## config.mk

```make
export PLATFORM = sky130hd
export DESIGN_NAME = v_red_unit
export DESIGN_NICKNAME = d
export VERILOG_FILES = /design/src/rtl/v_red_unit.sv
export SDC_FILE = /design/constraint.sdc
export NUM_CORES = 1
export LEC_CHECK = 0
export CAP_MARGIN = 25
export CORE_MARGIN = 5
export CORE_UTILIZATION = 51
export DETAILED_ROUTE_END_ITERATION = 10
export PLACE_DENSITY = 0.88
export SLEW_MARGIN = 20
export SYNTH_ARGS = -nofsm -noshare
export SYNTH_HDL_FRONTEND = slang
export SYNTH_SLANG_ARGS = --single-unit
```

## constraint.sdc

```tcl
create_clock -name clk -period 5.2 [get_ports clk]
set_clock_uncertainty 0.15 [all_clocks]
set_input_delay 0.52 -clock clk [delete_from_list [all_inputs] [get_ports clk]]
set_output_delay 0.52 -clock clk [all_outputs]
set_load 0.02 [all_outputs]
```

## src/rtl/v_red_unit.sv

```systemverilog
// v_red_unit: multi-cycle SUM/MAX reduction of a vector register into a sign-extended scalar.
module v_red_unit #(
    parameter int VLEN = 128,
    parameter int VLW  = $clog2(VLEN/8)+1
) (
    input  logic            clk,
    input  logic            nrst,
    input  logic            in_valid,
    output logic            in_ready,
    input  logic [2:0]      in_op,
    input  logic [1:0]      in_vsew,
    input  logic [VLW-1:0]  in_vl,
    input  logic [VLEN-1:0] in_vs2,
    input  logic [31:0]     in_vs1,
    input  logic            flush,
    output logic            out_valid,
    input  logic            out_ready,
    output logic [31:0]     out_result,
    output logic            out_err
);
    localparam int IW = $clog2(VLEN/8);
    typedef enum logic [1:0] {IDLE, ACCUM, DONE} state_t;
    state_t state, state_n;
    logic [2:0]      op;
    logic [1:0]      vsew;
    logic [VLEN-1:0] vs2;
    logic [VLW-1:0]  vl_eff, vlmax_in, vl_in;
    logic [IW-1:0]   idx;
    logic [31:0]     acc, e, sum;
    logic [IW+4:0]   shamt;
    logic            err, valid_q, legal, accept, last;

    function automatic logic [31:0] sext(input logic [31:0] v, input logic [1:0] sew);
        return sew == 2'd0 ? {{24{v[7]}}, v[7:0]} : sew == 2'd1 ? {{16{v[15]}}, v[15:0]} : v;
    endfunction

    assign legal    = (in_op == 3'd1 || in_op == 3'd2) && in_vsew != 2'd3;
    assign vlmax_in = VLW'(VLEN/8) >> in_vsew;
    assign vl_in    = in_vl > vlmax_in ? vlmax_in : in_vl;
    assign accept   = in_valid && state == IDLE && !flush;
    assign shamt    = (IW+5)'({idx, 3'b000}) << vsew;
    assign e        = sext(32'(vs2 >> shamt), vsew);
    assign sum      = sext(acc + e, vsew);
    assign last     = VLW'(idx) == vl_eff - VLW'(1);

    always_ff @(posedge clk or negedge nrst)
        if (!nrst) state <= IDLE;
        else       state <= state_n;

    always_comb begin
        state_n = state;
        if (flush)                state_n = IDLE;
        else if (state == IDLE)   state_n = in_valid ? (legal && vl_in != '0 ? ACCUM : DONE) : IDLE;
        else if (state == ACCUM)  state_n = last ? DONE : ACCUM;
        else if (state == DONE)   state_n = valid_q && out_ready ? IDLE : DONE;
    end

    always_comb begin
        in_ready   = state == IDLE;
        out_valid  = valid_q;
        out_result = valid_q ? acc : '0;
        out_err    = valid_q & err;
    end

    // Result becomes visible on the second DONE cycle, giving the vl_eff+1 latency.
    always_ff @(posedge clk or negedge nrst)
        if (!nrst) begin
            op      <= '0;
            vsew    <= '0;
            vs2     <= '0;
            vl_eff  <= '0;
            idx     <= '0;
            acc     <= '0;
            err     <= 1'b0;
            valid_q <= 1'b0;
        end else begin
            valid_q <= state == DONE && state_n == DONE;
            if (accept) begin
                op     <= in_op;
                vsew   <= in_vsew;
                vs2    <= in_vs2;
                vl_eff <= vl_in;
                idx    <= '0;
                acc    <= legal ? sext(in_vs1, in_vsew) : '0;
                err    <= !legal;
            end else if (state == ACCUM) begin
                idx <= idx + IW'(1);
                acc <= op == 3'd1 ? sum : ($signed(e) > $signed(acc) ? e : acc);
            end
        end
endmodule

```

Word-level counts from Yosys, hierarchy flattened
Cells that the tools add are included.

operators by class
  add/sub/neg operators = 3
  multiply operators = 0
  divide/modulo/power cells = 0
  order comparisons = 2
  equality and inequality tests = 10
  shift operators = 3
  mux-type cells = 23
  bitwise gates (word level) = 1
  reductions and logical operators = 16

operators by type and width
  kind                   number
  $mux W32               12
  $shr A128 B9 Y32       1
  $add A32 B32 Y32       1
  $gt A32 B32 Y1         1
  $mux W2                8
  $shl A7 B2 Y9          1
  $mux W4                2
  $eq A2 B1 Y1 const B   3
  $eq A3 B1 Y1 const B   2
  $logic_and A1 B1 Y1    6
  $logic_not A2 Y1       3
  $eq A4 B5 Y1           1
  $gt A5 B5 Y1           1
  $mux W5                1
  $reduce_bool A5 Y1     1
  $shr A5 B2 Y5 const A  1
  $sub A5 B1 Y5 const B  1
  $add A4 B1 Y4 const B  1
  $eq A2 B2 Y1 const B   2
  $eq A3 B2 Y1 const B   1
  $reduce_bool A3 Y1     1
  $logic_not A1 Y1       2
  $ne A2 B2 Y1 const B   1
  $reduce_and A2 Y1      1
  3 further kinds        3

storage, ports and cells
  flip-flop bits (word level) = 178
  latch bits = 0
  bits in writable memories = 0
  bits in read-only memories = 0
  bits of input ports = 175
  output and inout bits = 35
  logic and storage cells = 67
  memories kept = 0

Longest topological paths before layout
Gate-level depths: netlist of run 1.

  depth after elaboration = 11
  depth in mapped cells = 27

Least setup slack after synthesis of run 1
OpenSTA, ideal clock, no wires.

  path kind = reg-to-reg
  start point = register vsew[0]
  end point = register acc[22]
  library setup time = 0.126 ns
  data arrival time = 5.256 ns
  required time = 4.924 ns
  setup slack = -0.331 ns
  stages on the path, launching flop included = 24
  buffers on the path = 6
  clock period less this slack = 5.531 ns
  cells stage by stage = dfrtp_1 > buf_6 > buf_2 > buf_2 > nor3b_2 > mux4_2 > o211ai_1 > nand4_1 > o22ai_1 > buf_2 > a21oi_1 > ha_1 > clkbuf_1 > a21o_1 > a21o_1 > a2111oi_0 > o22ai_1 > o31a_1 > nor3_2 > nor2_1 > clkbuf_1 > o21a_1 > a221oi_1 > nand2_1

on the way
  longest elaborated chain between the ends = 10
  elaborated cells between the ends (all ways) = 16
  those cells by class = add/sub (1); order compare (1); eq/ne (1); shift (2); mux (8); reduce/logical (3)

ends and longest elaborated chain
  what                    line  RTL
  start, declared         25    logic [1:0] vsew;
  start signal, assigned  80    vsew <= in_vsew;
  $shl A7 B2 Y9           41    assign shamt = (IW+5)'({idx, 3'b000}) << vsew;
  $shr A128 B9 Y32        42    assign e = sext(32'(vs2 >> shamt), vsew);
  $mux W32 (2 in series)  34    return sew == 2'd0 ? {{24{v[7]}}, v[7:0]} : sew == 2'd1 ? {{16{v[15]}}, v[15:0]} : v;
  $add A32 B32 Y32        43    assign sum = sext(acc + e, vsew);
  $mux W32 (2 in series)  34
  $mux W32                88    acc <= op == 3'd1 ? sum : ($signed(e) > $signed(acc) ? e : acc);
  $mux W32                86    end else if (state == ACCUM) begin
  $mux W32                78    if (accept) begin
  end signal, assigned    84    acc <= legal ? sext(in_vs1, in_vsew) : '0;
  end signal, assigned    88
  end, declared           29    logic [31:0] acc, e, sum;

Parallel ways exist; a longest one is shown, timed or not. The select of a mux whose other input is x is not followed.
A chain may end at the register's enable or synchronous reset.

Final worst setup path of run 1
  start point = register vsew[0]
  end point = register acc[9]

The elaborated chain is that of the path after synthesis.

==> results of run 1 <==
-- repair_timing --
| action | 4_1_cts | 5_1_grt |
|---|---|---|
| endpoints found under the hold margin | 12 | 0 |
| buffers inserted | 11 | 33 |
| pin swaps | 19 | 51 |
| endpoints found under the setup margin | 32 | 32 |
| resized for setup | 57 | 119 |
| hold buffers | 1 | 0 |
| gates cloned | 0 | 2 |
-- worst register-to-register path, delay by kind of cell (launching register included) --
| kind | cells | cell delay [ps] |
|---|---|---|
| muxes | 1 | 260 |
| and+or+nand+nor | 11 | 1830 |
| buffers and inverters | 6 | 990 |
| DFF | 1 | 420 |
| AOI/OAI and AO/OA | 5 | 1270 |
| adders and majority gates | 1 | 300 |
-- power by group through the flow --
stage               logic, µW  registers (µW)  clock network, µW
floorplan                4030            2010                  0
global placement         6910            2250                  0
detailed placement       6960            2260                  0
CTS                      7320            2240               1420
global route             8730            2300               1480
finish                   8180            2280               1420
-- per-layer routing --
layer  vias up  global-route usage [%]  wire length (µm)
met1      7965                   47.12             23730
li1       7605                       -                 -
met2       880                   62.27             28670
met4         0                   15.89              3347
met3       217                   4.663              4593
met5         -                       0                 0
-- area by class of cell --
class / count / area share (%)
inverters: 72 / 1.335
multi-input cells: 1611 / 48.63
repair buffers: 498 / 22.59
clock inverters: 14 / 0.9700
flip-flops and latches: 178 / 22.01
well taps: 378 / 2.335
clock buffers: 18 / 2.119
-- registers in the layout, summed over array words and instances (netlist names) --
| name | cells |
|---|---|
| vl_eff | 5 |
| idx | 4 |
| state | 2 |
| op | 3 |
| vsew | 2 |
| acc | 32 |
| err | 1 |
| vs2 | 128 |
| out_valid | 1 |
-- how the worst max path moves through the flow --
stage,slack (ps),depth (start not counted),endpoint
finish,-120,24,acc[9]$_DFFE_PN0P_
CTS,-30,21,acc[29]$_DFFE_PN0P_
global route,-270,24,acc[9]$_DFFE_PN0P_
detailed placement,-410,25,acc[24]$_DFFE_PN0P_
floorplan,-8,23,acc[22]$_DFFE_PN0P_
global placement,-400,22,acc[27]$_DFFE_PN0P_
-- cells in the final DEF, fill, tap and decap left out, drive strengths merged, types with 9 or more instances in the layout --
cell           instances
nand2                677
buf                  287
clkdlybuf4s50        208
dfrtp                178
a21oi                134
nor2                 100
nand3                 86
inv                   75
ha                    72
o21ai                 71
mux2i                 56
and2                  38
nor3                  26
and3                  25
xnor2                 22
a31oi                 21
clkbuf                20
o221ai                16
a211oi                16
nand2b                15
a311oi                15
o211ai                13
nand4                 12
o22ai                 11
o21a                  10
nor4                  10
nor2b                 10
a221oi                10
xor2                   9
o21bai                 9
o31ai                  9
clkinv                 9
-- logic make-up (layout without fill, tap and decap cells) --
kind of cell | Yosys count | after routing
AND/OR/NAND/NOR | 1039 | 1039
XOR/XNOR | 31 | 31
AO/OA/AOI/OAI | 404 | 404
multiplexers | 64 | 64
buffers and inverters | 212 | 602
flip-flops | 178 | 178
adder cells (fa/ha/maj) | 73 | 73
-- metrics by stage --
stage / instance area, µm² / setup TNS (ps) / util (%) / std cells / setup WS, ps
2_1_floorplan: 14460 / -8.040 / - / 2001 / -8.040
3_3_place_gp: 18430 / -7340 / 66.16 / 2689 / -395.5
3_5_place_dp: 18430 / -8366 / 66.16 / 2689 / -410.0
5_1_grt: 20250 / -4159 / 72.69 / 2769 / -265.7
6_report: 20250 / -492.2 / 72.69 / 2769 / -115.9
4_1_cts: 19390 / -56.74 / 69.61 / 2733 / -27.39
==> results.cfg, run 1 <==
[outcome]
status = finished with violations
violations = negative setup slack

[routing]
first_pass_iters = 6
routed-via-count = 16670
wl_um = 60340
vias_per_cell = 6.019
drc = 0
routedWlPerCell_um = 21.79
antenna_left = 0
first_iter_violations = 1946

[floorplan]
die_height_um = 178.1
coreArea_um2 = 27860
rows = 61
die_w_um = 178.1
dieArea_um2 = 31720
initial_core_util_pct = 51.73
pin_count = 210

[cells_and_area]
regArea_um2 = 4458
syn_to_final_growth_pct = 40.53
multi_input_area_um2 = 9848
fin_nets = 2626
fill_cells = 2220
diodes = 0
final_layout_size_suffix_gt1_share_pct = 19.95

[yosys]
synth_fp_nets = 2249
async_reset_ff_share_pct = 100.0
synthesis.area_um2 = 14410
synthFlopType = dfrtp_1
synth_cell_types = 92
synth_top_family_by_area = simple AND/OR/NAND/NOR gates
synthMostInstantiatedCell = nand2_1
yosysWarnings = 0
yosys.area_share.simple_pct = 31.23
netlist.area_leader.share_pct = 30.91
syn_avg_cell_area_um2 = 7.201
synth_commonest_cells = nand2_1 (677), dfrtp_1 (178), a21oi_1 (132)
synthXorXnorAreaFrac_pct = 2.014
synth_compound_area_share_pct = 18.60
synthCells = 2001
synthTopCellsByArea = dfrtp_1 (31%), nand2_1 (18%), ha_1 (6.3%)
synth_largest_area_cell = dfrtp_1
synthMuxAreaShare_pct = 4.888
yosysSeqAreaShare_pct = 30.91
ys_seq_elements = 178
synthAdderAreaFrac_pct = 6.391
synth_edf_count = 0

[worst_setup_path]
path_class = reg -> reg
cp_num_buf_inv = 6
rr_startpoint = vsew[0]$_DFFE_PN0P_
crit_start = vsew[0]$_DFFE_PN0P_
start_kind = flop
reg2regPathDepth = 24
cpMostUsedCell = buf_4
critPathRequiredTime_ps = 5370
crit_path_max_incr_delay_ps = 520
r2r-end = acc[9]$_DFFE_PN0P_
rrSetupSlack_ps = -120
crit_path_top_delay_cell = a32oi_1
critical_path.max_fanout = 15
critPathCaptureType = flop
cp.arrival_ps = 5490
critical-path-top-delay-family = simple AND/OR/NAND/NOR gates
crit_chain = mux2i_2 -> buf_4 -> o22a_2 -> buf_4 -> buf_4 -> nor3_4 -> buf_4 -> a32oi_1 -> nand2_1 -> nand4_1 -> nand3_2 -> ha_4 -> nand2_1 -> nor3_4 -> nand4_1 -> nor4_2 -> nor2_1 -> o31a_1 -> nor3_4 -> buf_6 -> inv_2 -> nand2_1 -> a31oi_1 -> a221o_1

[timing]
finalWorstSetupSlack_ps = -115.9
finalCritPeriodShare_pct = 102.2
fmax_ghz = 0.1881
min_period_ps = 5316
setup_viol_count_final = 10
rsz0062_at_grt = true
holdWs_ps = 337.0
slew-limit-headroom_pct = 35.26
finalHoldViolCount = 0
maxSlewViolCount = 0
tightest_slew_ps = 968.7

[pwr]
pwr-share-seq_pct = 19.2
p_clk_share_pct = 12.0
finalPower_uw = 11890
swShare_pct = 47.40
p_sw_uw = 5634
leakage_uw = 0.009261
p_per_area_nw_per_um2 = 587.0
vdd.ir_drop.worst_mv = 0.2939
combPwrFrac_pct = 68.8
p_int_uw = 6252

[hold_path]
holdPathEnd = vs2[6]$_DFFE_PN0P_
holdPathStages = 2
hold_path.startpoint = vs2[6]$_DFFE_PN0P_
hold_path.class = reg -> reg

[place]
hpwl_um = 45940
port_buffers = 209
gp_congestion = 1.023

[clock_tree]
cts_buffers = 17
clkTransAtPathRegs_ps = 80
cts.sinks = 178
insertion_delay_ps = 440
cts_max_path_buffers = 2
cts_root_buf = clkbuf_16
cts_tree = built
h-tree-depth = 4

[grt]
antenna_found_initial = 0
grt_pass1_vias = 15990
grt_max_degree = 100
overflow = 0
grt_use_total_pct = 36.69
grt_pass1_wl_um = 90070

[job]
maxCapViolCount = 0
Power figures use the tool's default switching activity.
==> run 2: changes to the inputs <==
--- a/config.mk
+++ b/config.mk
@@ -7,10 +7,11 @@
 export LEC_CHECK = 0
 export CAP_MARGIN = 25
 export CORE_MARGIN = 5
-export CORE_UTILIZATION = 51
+export CORE_UTILIZATION = 55
 export DETAILED_ROUTE_END_ITERATION = 10
-export PLACE_DENSITY = 0.88
+export PLACE_DENSITY = 0.9
 export SLEW_MARGIN = 20
 export SYNTH_ARGS = -nofsm -noshare
 export SYNTH_HDL_FRONTEND = slang
 export SYNTH_SLANG_ARGS = --single-unit
+export TNS_END_PERCENT = 30
==> constraint.sdc (replaced) <==
create_clock -name clk -period 6.3 [get_ports clk]
set_clock_uncertainty 0.15 [all_clocks]
set_input_delay 0.63 -clock clk [delete_from_list [all_inputs] [get_ports clk]]
set_output_delay 0.63 -clock clk [all_outputs]
set_load 0.02 [all_outputs]
==> run 2 against run 1 <==
The run now ends clean. Register-to-register slack better by 360 ps. Flip-flop and latch count stayed put. Clock power is 23% lower. Sequential power is 18% lower. Via count is 6.2% lower. Global-route usage is 0.14 points higher. Combinational power is 38% lower. Die area is 6.9% lower. Sequential share of layout area is 3.0 points higher. Design area is 12% lower. Fmax is 12% lower. Critical path type unchanged. Highest routed layer unchanged.
==> results.cfg, run 2 (synthesis results as in run 1) <==
[pwr]
leakage_uw = 0.008085
p_per_area_nw_per_um2 = 449.4
vdd.ir_drop.worst_mv = 0.2309

[routing]
vias_per_cell = 6.187
drc = 0
first_iter_violations = 1793
antenna_left = 0
routed-via-count = 15640
first_pass_iters = 5
routedWlPerCell_um = 21.84
wl_um = 55200

[cells_and_area]
final_layout_size_suffix_gt1_share_pct = 8.071
mostFrequentLayoutCells = nand2_1 (677), clkdlybuf4s50_1 (208), dfrtp_1 (176)
top_register = vs2
fin_nets = 2429
syn_to_final_growth_pct = 23.40
final_util_pct = 68.63
mostFrequentLayoutCell = nand2_1
top_regs = vs2 (128), acc (32), vl_eff (5)
fill_cells = 2156
largest_reg_flops = 128
diodes = 0

[place]
port_buffers = 209
hpwl_um = 42760
gp_congestion = 1.043

[worst_setup_path]
path_class = reg -> reg
rrSetupSlack_ps = 240
r2r-end = acc[26]$_DFFE_PN0P_
reg2regPathDepth = 20
start_kind = flop
critical_path.max_fanout = 19
critPathCaptureType = flop
rr_startpoint = vsew[1]$_DFFE_PN0P_
critPathRequiredTime_ps = 6460
cp.arrival_ps = 6220

[floorplan]
dieArea_um2 = 29540
coreArea_um2 = 25910
die_height_um = 171.9
die_w_um = 171.9
rows = 59
initial_core_util_pct = 55.61
pin_count = 210

[hold_path]
hold_path.class = reg -> reg
holdPathStages = 2
hold_path.startpoint = vs2[2]$_DFFE_PN0P_
holdPathEnd = vs2[2]$_DFFE_PN0P_

[grt]
grt_busiest_layer = met2
use_met2_pct = 62.56
grt.met3_usage_pct = 5.441
antenna_found_initial = 0
use_met1_pct = 47.05
overflow = 0
grt_max_degree = 101
grt_pass1_wl_um = 85010
grt_pass1_vias = 15240
grt_use_total_pct = 36.83

[clock_tree]
cts_root_buf = clkbuf_16
cts_tree = built
cts_buffers = 17
clkTransAtPathRegs_ps = 80
cts_max_path_buffers = 2
insertion_delay_ps = 460
h-tree-depth = 4
cts.sinks = 178

[timing]
fmax_ghz = 0.1651
min_period_ps = 6056
finalHoldViolCount = 0
setup_viol_count_final = 0
finalCritPeriodShare_pct = 96.13
holdWs_ps = 328.2
tightest_slew_ps = 908.2
slew-limit-headroom_pct = 39.45
maxSlewViolCount = 0

[job]
maxCapViolCount = 0

[outcome]
status = complete, no violations
[run 2: power by group]
part | internal [µW] | switching (µW) | leakage (µW) | total [µW]
combinational | 2020 | 3020 | 0.00560 | 5040
clock | 525 | 564 | 0.000273 | 1090
sequential | 1440 | 427 | 0.00221 | 1870
[run 2: how the worst max path moves through the flow]
stage | to | startpoint | slack [ps] | cells past startpoint
global placement | acc[26]$_DFFE_PN0P_ | vsew[1]$_DFFE_PN0P_ | 260 | 20
floorplan | acc[22]$_DFFE_PN0P_ | vsew[0]$_DFFE_PN0P_ | 770 | 23
CTS | acc[26]$_DFFE_PN0P_ | vsew[1]$_DFFE_PN0P_ | 200 | 20
finish | acc[26]$_DFFE_PN0P_ | vsew[1]$_DFFE_PN0P_ | 240 | 20
detailed placement | acc[26]$_DFFE_PN0P_ | vsew[1]$_DFFE_PN0P_ | 230 | 20
global route | acc[27]$_DFFE_PN0P_ | vsew[0]$_DFFE_PN0P_ | -60 | 24
[run 2: cell type report]
cell class	instances	area, µm²	share of cell area [%]
Multi-Input combinational cell	1611	9205	51.77
Sequential cell	178	4457	25.06
Timing Repair Buffer	301	2861	16.09
Clock buffer	17	425.4	2.392
Tap cell	335	419.2	2.357
Inverter	72	270.3	1.520
Clock inverter	14	143.9	0.8092
[run 2: repair_timing]
item                       in CTS  in global routing
hold buffers                    1                  0
setup endpoints to repair       0                 23
gates resized for setup         0                 10
hold endpoints to repair       49                  0
buffers inserted                0                  2
[run 2: worst max-delay path: stages (launching register included)]
cell       delay, ps
dfrtp_2          660
buf_4            300
mux2_4           440
a311oi_1         430
a31oi_1          160
o32ai_1          450
buf_4            200
nand2_1          100
fa_1             440
o21ba_2          210
o21ai_0          260
a21oi_1          140
o31ai_1          270
buf_4            190
nand4b_1         120
o211ai_2         340
a31o_4           270
a31oi_2          140
xor2_1           180
a2111oi_2        370
a211oi_1          90
[run 2: per-layer routing]
metal	part of all wire, %	routed length [µm]	vias to the layer above
met5	0	0	-
met4	5.1	2833	0
met3	8.2	4510	176
met2	47	26220	835
met1	39	21640	7426
li1	-	-	7203
[run 2: stage by stage]
stage / instance area [µm²] / setup slack, ps / power [µW] / TNS, ps / std cells
2_1_floorplan: 14410 / 768.5 / 4959 / 0 / 2001
3_3_place_gp: 17140 / 264.2 / 6677 / 0 / 2493
3_5_place_dp: 17140 / 230.6 / 6731 / 0 / 2493
4_1_cts: 17720 / 204.4 / 7839 / 0 / 2525
5_1_grt: 17780 / -59.45 / 8478 / -59.45 / 2528
6_report: 17780 / 243.9 / 7991 / 0 / 2528
